## config.mk

```make
export PLATFORM = sky130hd
export DESIGN_NAME = fifo_stream_reader
export DESIGN_NICKNAME = d
export VERILOG_FILES = /design/src/rtl/fifo_stream_reader.sv
export SDC_FILE = /design/constraint.sdc
export NUM_CORES = 1
export LEC_CHECK = 0
export BUFFER_PORTS_ARGS = -buffer_cell sky130_fd_sc_hd__buf_2
export CAP_MARGIN = 10
export CELL_PAD_IN_SITES_DETAIL_PLACEMENT = 1
export CELL_PAD_IN_SITES_GLOBAL_PLACEMENT = 2
export CORE_UTILIZATION = 31
export DETAILED_ROUTE_END_ITERATION = 6
export GPL_TIMING_DRIVEN = 0
export PLACE_DENSITY_LB_ADDON = 0.3
export SLEW_MARGIN = 25
export SYNTH_ARGS = -nofsm -noshare
export SYNTH_HDL_FRONTEND = slang
export SYNTH_SLANG_ARGS = --single-unit
```

## constraint.sdc

```tcl
create_clock -name clock -period 3.01 [get_ports clock]
set_input_delay 0.301 -clock clock [delete_from_list [all_inputs] [get_ports clock]]
set_output_delay 0.301 -clock clock [all_outputs]
set_load 0.01 [all_outputs]
```

## src/rtl/fifo_stream_reader.sv

```systemverilog
// Pops words from a registered-read FIFO and presents them as a valid/ready
// stream through a 2-entry skid buffer, counting delivered words.
module fifo_stream_reader #(
  parameter int DATA_WIDTH  = 8,
  parameter int COUNT_WIDTH = 16
) (
  input  logic                   clock,
  input  logic                   reset,
  input  logic                   drain_Enable,
  input  logic                   sig_Empty,
  input  logic [DATA_WIDTH-1:0]  fifo_Data,
  output logic                   read_Enable,
  output logic                   out_Valid,
  input  logic                   out_Ready,
  output logic [DATA_WIDTH-1:0]  out_Data,
  output logic [COUNT_WIDTH-1:0] words_Read,
  output logic                   busy
);

  typedef enum logic [1:0] {
    EMPTY = 2'd0,
    ONE   = 2'd1,
    TWO   = 2'd2
  } buf_state_t;

  buf_state_t            state, state_next;
  logic                  inflight;
  logic [DATA_WIDTH-1:0] tail_data;
  logic [1:0]            occupancy;
  logic [1:0]            occ_after;
  logic [2:0]            committed;
  logic                  transfer;
  logic                  capture;

  assign transfer = out_Valid & out_Ready;
  assign capture  = inflight;

  // Words already owned after this cycle's transfer; a pop is only issued if
  // its word is guaranteed a free slot when it arrives next cycle.
  assign occ_after   = occupancy - {1'b0, transfer};
  assign committed   = {1'b0, occ_after} + {2'b00, inflight};
  assign read_Enable = ~reset & drain_Enable & ~sig_Empty & (committed < 3'd2);

  // NOTE: sequential state uses non-blocking assignments so every register
  // samples pre-edge values, independent of process evaluation order.
  always_ff @(posedge clock) begin
    if (reset) state <= EMPTY;
    else       state <= state_next;
  end

  // NOTE: every combinational output gets a default first so no path through
  // the case leaves it unassigned, which would infer a latch.
  always_comb begin
    state_next = state;
    case (state)
      EMPTY: if (capture) state_next = ONE;
      ONE: begin
        if (capture && !transfer)      state_next = TWO;
        else if (transfer && !capture) state_next = EMPTY;
      end
      TWO:     if (transfer) state_next = ONE;
      default: state_next = EMPTY;
    endcase
  end

  always_comb begin
    out_Valid = 1'b0;
    occupancy = 2'd0;
    case (state)
      ONE:     begin out_Valid = 1'b1; occupancy = 2'd1; end
      TWO:     begin out_Valid = 1'b1; occupancy = 2'd2; end
      default: begin out_Valid = 1'b0; occupancy = 2'd0; end
    endcase
  end

  assign busy = inflight | (state != EMPTY);

  // NOTE: the two buffer slots are reset as well, so out_Data reads zero out of
  // reset; with only two entries this costs nothing worth avoiding.
  always_ff @(posedge clock) begin
    if (reset) begin
      inflight  <= 1'b0;
      out_Data  <= '0;
      tail_data <= '0;
    end else begin
      inflight <= read_Enable;
      case (state)
        EMPTY: if (capture) out_Data <= fifo_Data;
        ONE: begin
          if (capture && transfer) out_Data  <= fifo_Data;
          else if (capture)        tail_data <= fifo_Data;
        end
        TWO:     if (transfer) out_Data <= tail_data;
        default: ;
      endcase
    end
  end

  always_ff @(posedge clock) begin
    if (reset)
      words_Read <= '0;
    else if (transfer && (words_Read != {COUNT_WIDTH{1'b1}}))
      words_Read <= words_Read + 1'b1;
  end

endmodule

```

==> results of run 1 <==
==> flip-flops by register name, summed over array words and instances, names as in the netlist <==
register and flops:
capture 1, out_Data 8, state 2, tail_data 8, words_Read 16
==> worst paths after layout <==
check,end,slack [ns]
max,state[0],0.52
min,tail_data[4],0.25
max reg2reg,state[0],0.52
min reg2reg,tail_data[7],0.46
==> power by group <==
group | total (mW) | internal [mW] | switching, mW
Combinational | 0.253 | 0.104 | 0.148
Sequential | 0.508 | 0.489 | 0.0187
Clock | 0.431 | 0.247 | 0.184
Total | 1.19 | 0.840 | 0.351
==> critical path: stages (launching register included) <==
cell and delay [ns]:
dfxtp_1 0.38, inv_1 0.08, ha_1 0.35, nand2_2 0.19, clkbuf_1 0.36, ha_1 0.31
nand2_1 0.07, o211ai_1 0.15, or3_1 0.37, a21oi_1 0.15
==> cell usage after synthesis (2+ instances only) <==
cell type	n	area share [%]
dfxtp_1	35	39
nand2_1	27	5.7
a21oi_1	24	6.7
clkbuf_1	10	2.1
mux2i_1	9	5.1
nor2_1	9	1.9
nand3_1	8	2.2
and3_1	7	2.5
nand4_1	7	2.5
ha_1	6	4.2
mux2_2	6	3.8
or4_1	6	2.5
inv_1	5	1.1
nor2b_1	5	1.8
o21a_1	5	2.1
o31ai_1	5	2.1
nor4_1	4	1.4
o21ai_0	4	1.1
a211o_1	3	1.5
or3_1	3	1.1
and4_1	2	0.98
clkinv_1	2	0.42
or2_2	2	0.70
==> kinds of logic after synthesis <==
group,share of synthesized area (%)
xor gates and xnor gates,0.492
and+or+nand+nor,26.7
muxes,8.85
AOI/OAI and AO/OA,16.4
buffers and inverters,4.07
adders and majority gates,4.21
DFF,39.3
==> area by class of cell <==
cell class	count	area, µm²
clock inverter	3	43.8
multi-input combinational	157	1010
timing repair buffer	38	190
inverter	7	26.3
sequential	35	701
buffer	12	46.3
fill	695	3330
clock buffer	5	68.8
tap	72	90.1
==> per-layer routing <==
layer,vias to the layer above,routed length (µm),global-route usage (%)
met4,0,49,5.66
met3,4,165,3.53
met1,796,2130,19.7
met2,30,2260,27.6
li1,858,-,-
met5,-,0,0
==> results.tsv, run 1 <==
stage	metric	value	unit
status	status	complete, no violations	
setup_path	path_max_fanout	10	
detailed_routing	ant_nets	0	
cts	insertion_delay	0.29	ns
cts	cts.clk_slew.worst_paths	0.08	ns
floorplanning	die_area	6050	µm²
final_layout	n_antenna_cell	0	
final_layout	fin_area	2170	µm²
job	maxCapViolCount	0	
detailed_routing	wl_per_cell	14.0	µm
setup_path	start_kind	flop	
cts	cts_setup_buffers	0	
setup_path	required	3.22	ns
yosys	ys_warn_count	0	
floorplanning	die_height	77.8	µm
sta	fin_crit	2.49	ns
floorplanning	rows	27	
cts	htree_levels	2	
power	power	1.19	mW
sta	setup-tns-final	0	ns
final_layout	layout_common_cells	buf_2, dfxtp_1, nand2_1	
placed_design	place_inst	321	
detailed_routing	vias_per_cell	5.13	
setup_path	cp_data_arrival_time	2.70	ns
sta	setup_viol	0	
floorplanning	ios	40	
power	power_density	548	nW/µm²
setup_path	timing.rr.start	state[0]	
sta	finalMaxSlewViolations	0	
global_routing	grt_pass1_vias	1578	
sta	slew_headroom	54.9	%
worst_hold_path	hold_depth	3	
final_layout	stdcell_count	329	
detailed_routing	totalWireLength	4.61	mm
placed_design	post-place-ws	0.467	ns
power	peakVddDrop	0.246	mV
setup_path	startpoint	state[0]	
sta	worst_pin_slew	0.676	ns
cts	ctsResizeCount	0	
detailed_routing	vias	1688	
sta	fin_crit_sh	82.9	%
global_routing	grt_overflow	0	
worst_hold_path	hold_path.class	in -> reg	
setup_path	criticalPathCategory	reg -> reg	
sta	clock.fmax	401	MHz
detailed_routing	drt_iter0_markers	47	
detailed_routing	route.detailed.drc	0	
yosys	synth.distinct_cells	40	
placed_design	place_hpwl	3.39	mm
cts	clock_sinks	35	
final_layout	areaGrowthSynthToFinish	22.1	%
yosys	seq_area_frac_synth	39.3	%
yosys	ys.flop_type	dfxtp_1	
setup_path	end_kind	flop	
global_routing	grt_start_max_net_pins	13	
sta	fin_skew	0.0120	ns
global_routing	grt_pass1_wl	7.73	mm
final_layout	drive_gt1_share	22.2	%
placed_design	dpl-instance-area	2060	µm²
cts	tritoncts	done	
yosys	syn_inst	211	
yosys	postSynthAreaPerCell	8.44	µm²
global_routing	grt_usage	16.1	%
sta	setup_ws	0.515	ns
setup_path	reg2reg_depth	9	
cts	cts_buffer_depth	2	
detailed_routing	firstDrtPassIters	4	
floorplanning	fp.dieW	77.8	µm
sta	finalHoldViolCount	0	
placed_design	port_buffers	38	
yosys	synthesis.nets	230	
final_layout	mostFrequentLayoutCell	buf_2	
final_layout	final_nets	275	
cts	cts-root-buf	clkbuf_8	
cts	cts_hold_buf	0	
yosys	async_reset_ff_share	0	%
worst_hold_path	hold_start	fifo_Data[4]	
sta	rsz0062_at_grt	false	
floorplanning	initial_core_util	32.4	%
power	p_leak	0.870	nW
final_layout	final_util	39.5	%
floorplanning	coreArea	5510	µm²
cts	cts_buffers	5	
yosys	synth_edf_count	0	
placed_design	gp_congestion	0.710	
global_routing	antenna_found_initial	0	
yosys	ys_ff_latch	35	
yosys	syn_area	1780	µm²
sta	holdWs	0.250	ns
Power figures use the tool's default switching activity.
==> inputs of run 2 (changes only) <==
- CORE_UTILIZATION: 31 -> 28
- clock period: 3.01 -> 2 ns (I/O delays scaled with it)
==> run 2 against run 1 <==
- the flow now finishes with violations (setup timing)
- power increased by 61%
- largest cell class unchanged
- core utilization down 0.62 points
- clock-buffer cell count did not move
- critical path depth is 3 lower
- fmax is 22% higher
- via count rose by 4.1%
- global-route usage grew 0.45 points
- sequential cell count stayed put
- die area is 10% higher
- critical endpoint is now words_Read[15]
==> results.tsv, run 2 (synthesis results as in run 1) <==
stage	metric	value	unit
status	status	finished with violations	
status	violations	setup timing	
worst_hold_path	whs_endpoint	capture	
sta	fin_skew	0.00907	ns
setup_path	path_max_fanout	5	
setup_path	cp_slowest_stage_delay	0.55	ns
setup_path	cp_data_arrival_time	2.23	ns
worst_hold_path	hold_path.class	in -> reg	
detailed_routing	drt_iter0_markers	60	
setup_path	worstPathBufferInverterCount	1	
setup_path	end_kind	flop	
setup_path	start_kind	flop	
cts	cts.clk_slew.worst_paths	0.07	ns
final_layout	drive_gt1_share	32.4	%
detailed_routing	vias_per_cell	5.21	
final_layout	mostFrequentLayoutCell	buf_2	
power	power_density	817	nW/µm²
sta	finalHoldViolCount	0	
worst_hold_path	hold_depth	2	
setup_path	reg2reg_depth	6	
global_routing	grt_usage	16.6	%
sta	fin_crit_sh	103	%
setup_path	timing.rr.start	state[1]	
floorplanning	coreArea	6030	µm²
worst_hold_path	hold_start	drain_Enable	
final_layout	stdcell_count	337	
sta	finalMaxSlewViolations	0	
placed_design	gp_congestion	0.706	
detailed_routing	vias	1757	
setup_path	criticalPathCategory	reg -> reg	
sta	setup_ws	-0.0517	ns
sta	clock.fmax	487	MHz
floorplanning	ios	40	
global_routing	antenna_found_initial	0	
final_layout	largest_reg_flops	16	
power	peakVddDrop	0.343	mV
placed_design	place_inst	324	
setup_path	cpMaxStageDelayCell	or4_4	
power	p_leak	0.933	nW
floorplanning	die_area	6690	µm²
floorplanning	fp.dieW	81.8	µm
final_layout	final_util	38.9	%
global_routing	grt_pass1_wl	8.29	mm
setup_path	crit_chain	inv_2, ha_4, nand2_8, or4_4, nor4b_4, mux2_4	
setup_path	required	2.18	ns
detailed_routing	totalWireLength	5.17	mm
placed_design	post-place-ws	-0.366	ns
final_layout	fillCellCount	744	
power	power	1.91	mW
detailed_routing	wl_per_cell	15.4	µm
sta	holdWs	0.147	ns
cts	clock_sinks	35	
global_routing	grt_pass1_vias	1694	
floorplanning	rows	28	
placed_design	port_buffers	38	
sta	setup_viol	2	
final_layout	areaGrowthSynthToFinish	31.5	%
sta	worst_pin_slew	0.571	ns
global_routing	grt_overflow	0	
final_layout	reg_top3	words_Read x16, out_Data x8, tail_data x8	
global_routing	grt_start_max_net_pins	12	
placed_design	place_hpwl	3.62	mm
sta	rsz0062_at_grt	true	
cts	cts-root-buf	clkbuf_8	
setup_path	r2r_slack	-0.05	ns
detailed_routing	route.detailed.drc	0	
job	maxCapViolCount	0	
final_layout	n_antenna_cell	0	
cts	cts_buffers	5	
final_layout	layout_common_cells	buf_2, dfxtp_1, nand2_1	
final_layout	top_register	words_Read	
detailed_routing	firstDrtPassIters	4	
detailed_routing	ant_nets	0	
cts	cts_buffer_depth	2	
sta	fin_crit	2.05	ns
setup_path	cpLargestDelayFamily	simple AND/OR/NAND/NOR gates	
final_layout	final_nets	281	
cts	tritoncts	done	
floorplanning	initial_core_util	29.6	%
cts	insertion_delay	0.29	ns
sta	slew_headroom	61.9	%
floorplanning	die_height	81.8	µm
cts	htree_levels	2	
setup_path	timing.rr.end	words_Read[15]	
run 2: metrics by stage:
step	setup TNS (ns)	area (µm²)
2_1_floorplan	-0.0316	1810
3_3_place_gp	-5.57	2090
3_5_place_dp	-6.08	2090
4_1_cts	-0.326	2310
5_1_grt	-0.642	2340
6_report	-0.0751	2340
run 2: timing repair:
item                                    in CTS  in global routing
hold buffers                                 0                  0
endpoints found under the setup margin      30                 24
buffers inserted                             7                  1
resized for setup                           20                 11
cloned                                       0                  0
pin swaps                                    5                  6
run 2: layout make-up:
type	count	area (µm²)	share of cell area, %
plain buffers	10	55.1	2.35
clock buffers	5	68.8	2.94
multi-input cells	157	1110	47.2
repair buffers	46	250	10.7
clock inverters	2	37.5	1.60
well taps	75	93.8	4.01
inverters	7	27.5	1.18
flip-flops and latches	35	703	30.0
run 2: metal layers:
layer	up-vias	wire (µm)	share of wire, %	track usage, %
met1	848	2390	46	20.6
met3	4	185	3.6	3.78
li1	874	-	-	-
met4	0	46	0.89	5.26
met5	-	0	0	0
met2	31	2550	49	28.1
run 2: worst max path at each step:
stage / start / to / slack, ns / cells after the start
after floorplan: state[0] / words_Read[15] / -0.03 / 7
after global placement: state[1] / out_Data[1] / -0.33 / 8
after detailed placement: state[1] / out_Data[1] / -0.37 / 8
after CTS: state[1] / words_Read[11] / -0.07 / 7
after global routing: state[0] / words_Read[15] / -0.13 / 6
final: state[1] / words_Read[15] / -0.05 / 6
run 2: power by group:
group / total [mW] / internal [mW] / switching, mW
Combinational: 0.511 / 0.245 / 0.266
Sequential: 0.766 / 0.738 / 0.0280
Clock: 0.636 / 0.364 / 0.272
Total: 1.91 / 1.35 / 0.566
run 2: worst reg2reg max path, stage by stage, from the launching register on:
cell	delay, ns
dfxtp_2	0.34
inv_2	0.05
ha_4	0.31
nand2_8	0.06
or4_4	0.55
nor4b_4	0.32
mux2_4	0.32
==> inputs of run 3 (changes only) <==
- GPL_ROUTABILITY_DRIVEN: default -> 0
- PLACE_DENSITY: default -> 0.85
- PLACE_DENSITY_LB_ADDON: 0.3 -> default
- SLEW_MARGIN: 25 -> 0
==> run 3 against run 2 <==
- global-route usage is 0.17 points lower
- first-iteration DRC count is 47% lower
- sequential cell count is the same
- final area rose by 0.69%
- the run still ends with setup timing left
- clock power increased by 6.3%
- critical path type unchanged
- sequential power hardly changed
- worst hold slack got worse by 0.0017 ns
- non-clock buffer count is 2 higher
- clock-buffer cell count increased by 1
==> results.tsv, run 3 (synthesis results as in run 1) <==
stage	metric	value	unit
cts	tritoncts	done	
status	violations	setup timing	
sta	holdWs	0.145	ns
cts	htree_levels	2	
sta	fin_skew	0.00430	ns
setup_path	required	2.18	ns
detailed_routing	drt_iter0_markers	32	
detailed_routing	vias	1759	
global_routing	grt_usage	16.4	%
setup_path	start_kind	flop	
sta	clock.fmax	496	MHz
sta	setup_viol	1	
detailed_routing	vias_per_cell	5.17	
global_routing	antenna_found_initial	0	
power	power_density	836	nW/µm²
floorplanning	initial_core_util	29.6	%
sta	finalHoldViolCount	0	
placed_design	port_buffers	38	
setup_path	path_max_fanout	6	
floorplanning	ios	40	
sta	rsz0062_at_grt	true	
sta	setup_ws	-0.0151	ns
global_routing	grt-busiest-layer	met2	
setup_path	cp_data_arrival_time	2.20	ns
floorplanning	fp.dieW	81.8	µm
setup_path	end_kind	flop	
detailed_routing	ant_nets	0	
detailed_routing	totalWireLength	5.06	mm
final_layout	areaGrowthSynthToFinish	32.4	%
final_layout	n_antenna_cell	0	
final_layout	top_register	words_Read	
status	status	finished with violations	
global_routing	grt_start_max_net_pins	12	
power	peakVddDrop	0.425	mV
detailed_routing	wl_per_cell	14.9	µm
cts	cts-root-buf	clkbuf_8	
sta	setup-tns-final	-0.0151	ns
final_layout	layout_common_cells	buf_2, dfxtp_1, nand2_1	
sta	fin_crit_sh	101	%
global_routing	grt_overflow	0	
detailed_routing	route.detailed.drc	0	
global_routing	grtUsageMet1	19.7	%
sta	finalMaxSlewViolations	0	
detailed_routing	firstDrtPassIters	4	
global_routing	grtUsageMet2	29.1	%
global_routing	met3_usage	3.44	%
final_layout	drive_gt1_share	33.2	%
sta	fin_crit	2.02	ns
job	maxCapViolCount	0	
setup_path	criticalPathCategory	reg -> reg	
final_layout	largest_reg_flops	16	
floorplanning	rows	28	
cts	cts.clk_slew.worst_paths	0.07	ns
floorplanning	die_height	81.8	µm
final_layout	reg_top3	words_Read x16, out_Data x8, tail_data x8	
cts	insertion_delay	0.29	ns
cts	cts_hold_buf	0	
sta	slew_headroom	61.4	%
sta	worst_pin_slew	0.579	ns
global_routing	grt_pass1_vias	1769	
final_layout	mostFrequentLayoutCell	buf_2	
placed_design	place_hpwl	3.55	mm
cts	cts_buffers	5	
floorplanning	coreArea	6030	µm²
floorplanning	die_area	6690	µm²
power	p_leak	0.952	nW
worst_hold_path	hold_path.class	in -> reg	
cts	cts_buffer_depth	2	
global_routing	grt_pass1_wl	8.31	mm
final_layout	final_nets	283	
cts	clock_sinks	35	
final_layout	final_util	39.1	%
[run 3: power breakdown]
| part | internal, mW | leakage (nW) | switching (mW) | total (mW) |
|---|---|---|---|---|
| clock network | 0.404 | 0.0612 | 0.272 | 0.676 |
| registers | 0.738 | 0.284 | 0.0252 | 0.763 |
| logic | 0.263 | 0.607 | 0.270 | 0.534 |
[run 3: through the flow]
step,setup WS (ns),instance area (µm²),cells,power [mW]
after floorplan,-0.0298,1810,211,1.07
after global placement,-0.287,2090,324,1.19
after detailed placement,-0.293,2090,324,1.20
after CTS,-0.0974,2320,338,1.95
after global routing,-0.0760,2360,340,2.09
final,-0.0151,2360,340,1.97
[run 3: area by class of cell]
type                    instances  area (µm²)
fillers                       742        3670
multi-input cells             157        1100
flip-flops and latches         35         703
repair buffers                 48         265
well taps                      75        93.8
clock buffers                   6        82.6
plain buffers                  10        52.6
clock inverters                 2        35.0
inverters                       7        27.5
[run 3: worst paths after layout]
kind                                   start        endpoint  slack, ns  cells after the start
worst max-delay path                state[1]  words_Read[15]      -0.02                      6
worst min register to register  tail_data[4]    tail_data[4]       0.46                      2
worst min-delay path            drain_Enable         capture       0.15                      2
worst max register to register      state[1]  words_Read[15]      -0.02                      6
[run 3: critical path: stages (launching register included)]
cell	delay, ns
dfxtp_2	0.34
inv_2	0.05
ha_4	0.29
nand2_8	0.06
or4_4	0.55
nor4b_4	0.29
mux2_4	0.32
[run 3: metal layers]
metal  up-vias  routed length, µm
li1        880                  -
met1       837               2330
met2        35               2460
met3         7                211
met4         0                 55
met5         -                  0
[run 3: timing repair]
action | CTS | global route
hold endpoints to repair | 0 | 0
pin swaps | 3 | 5
setup endpoints to repair | 26 | 24
gates resized for setup | 18 | 13
buffers inserted | 7 | 3
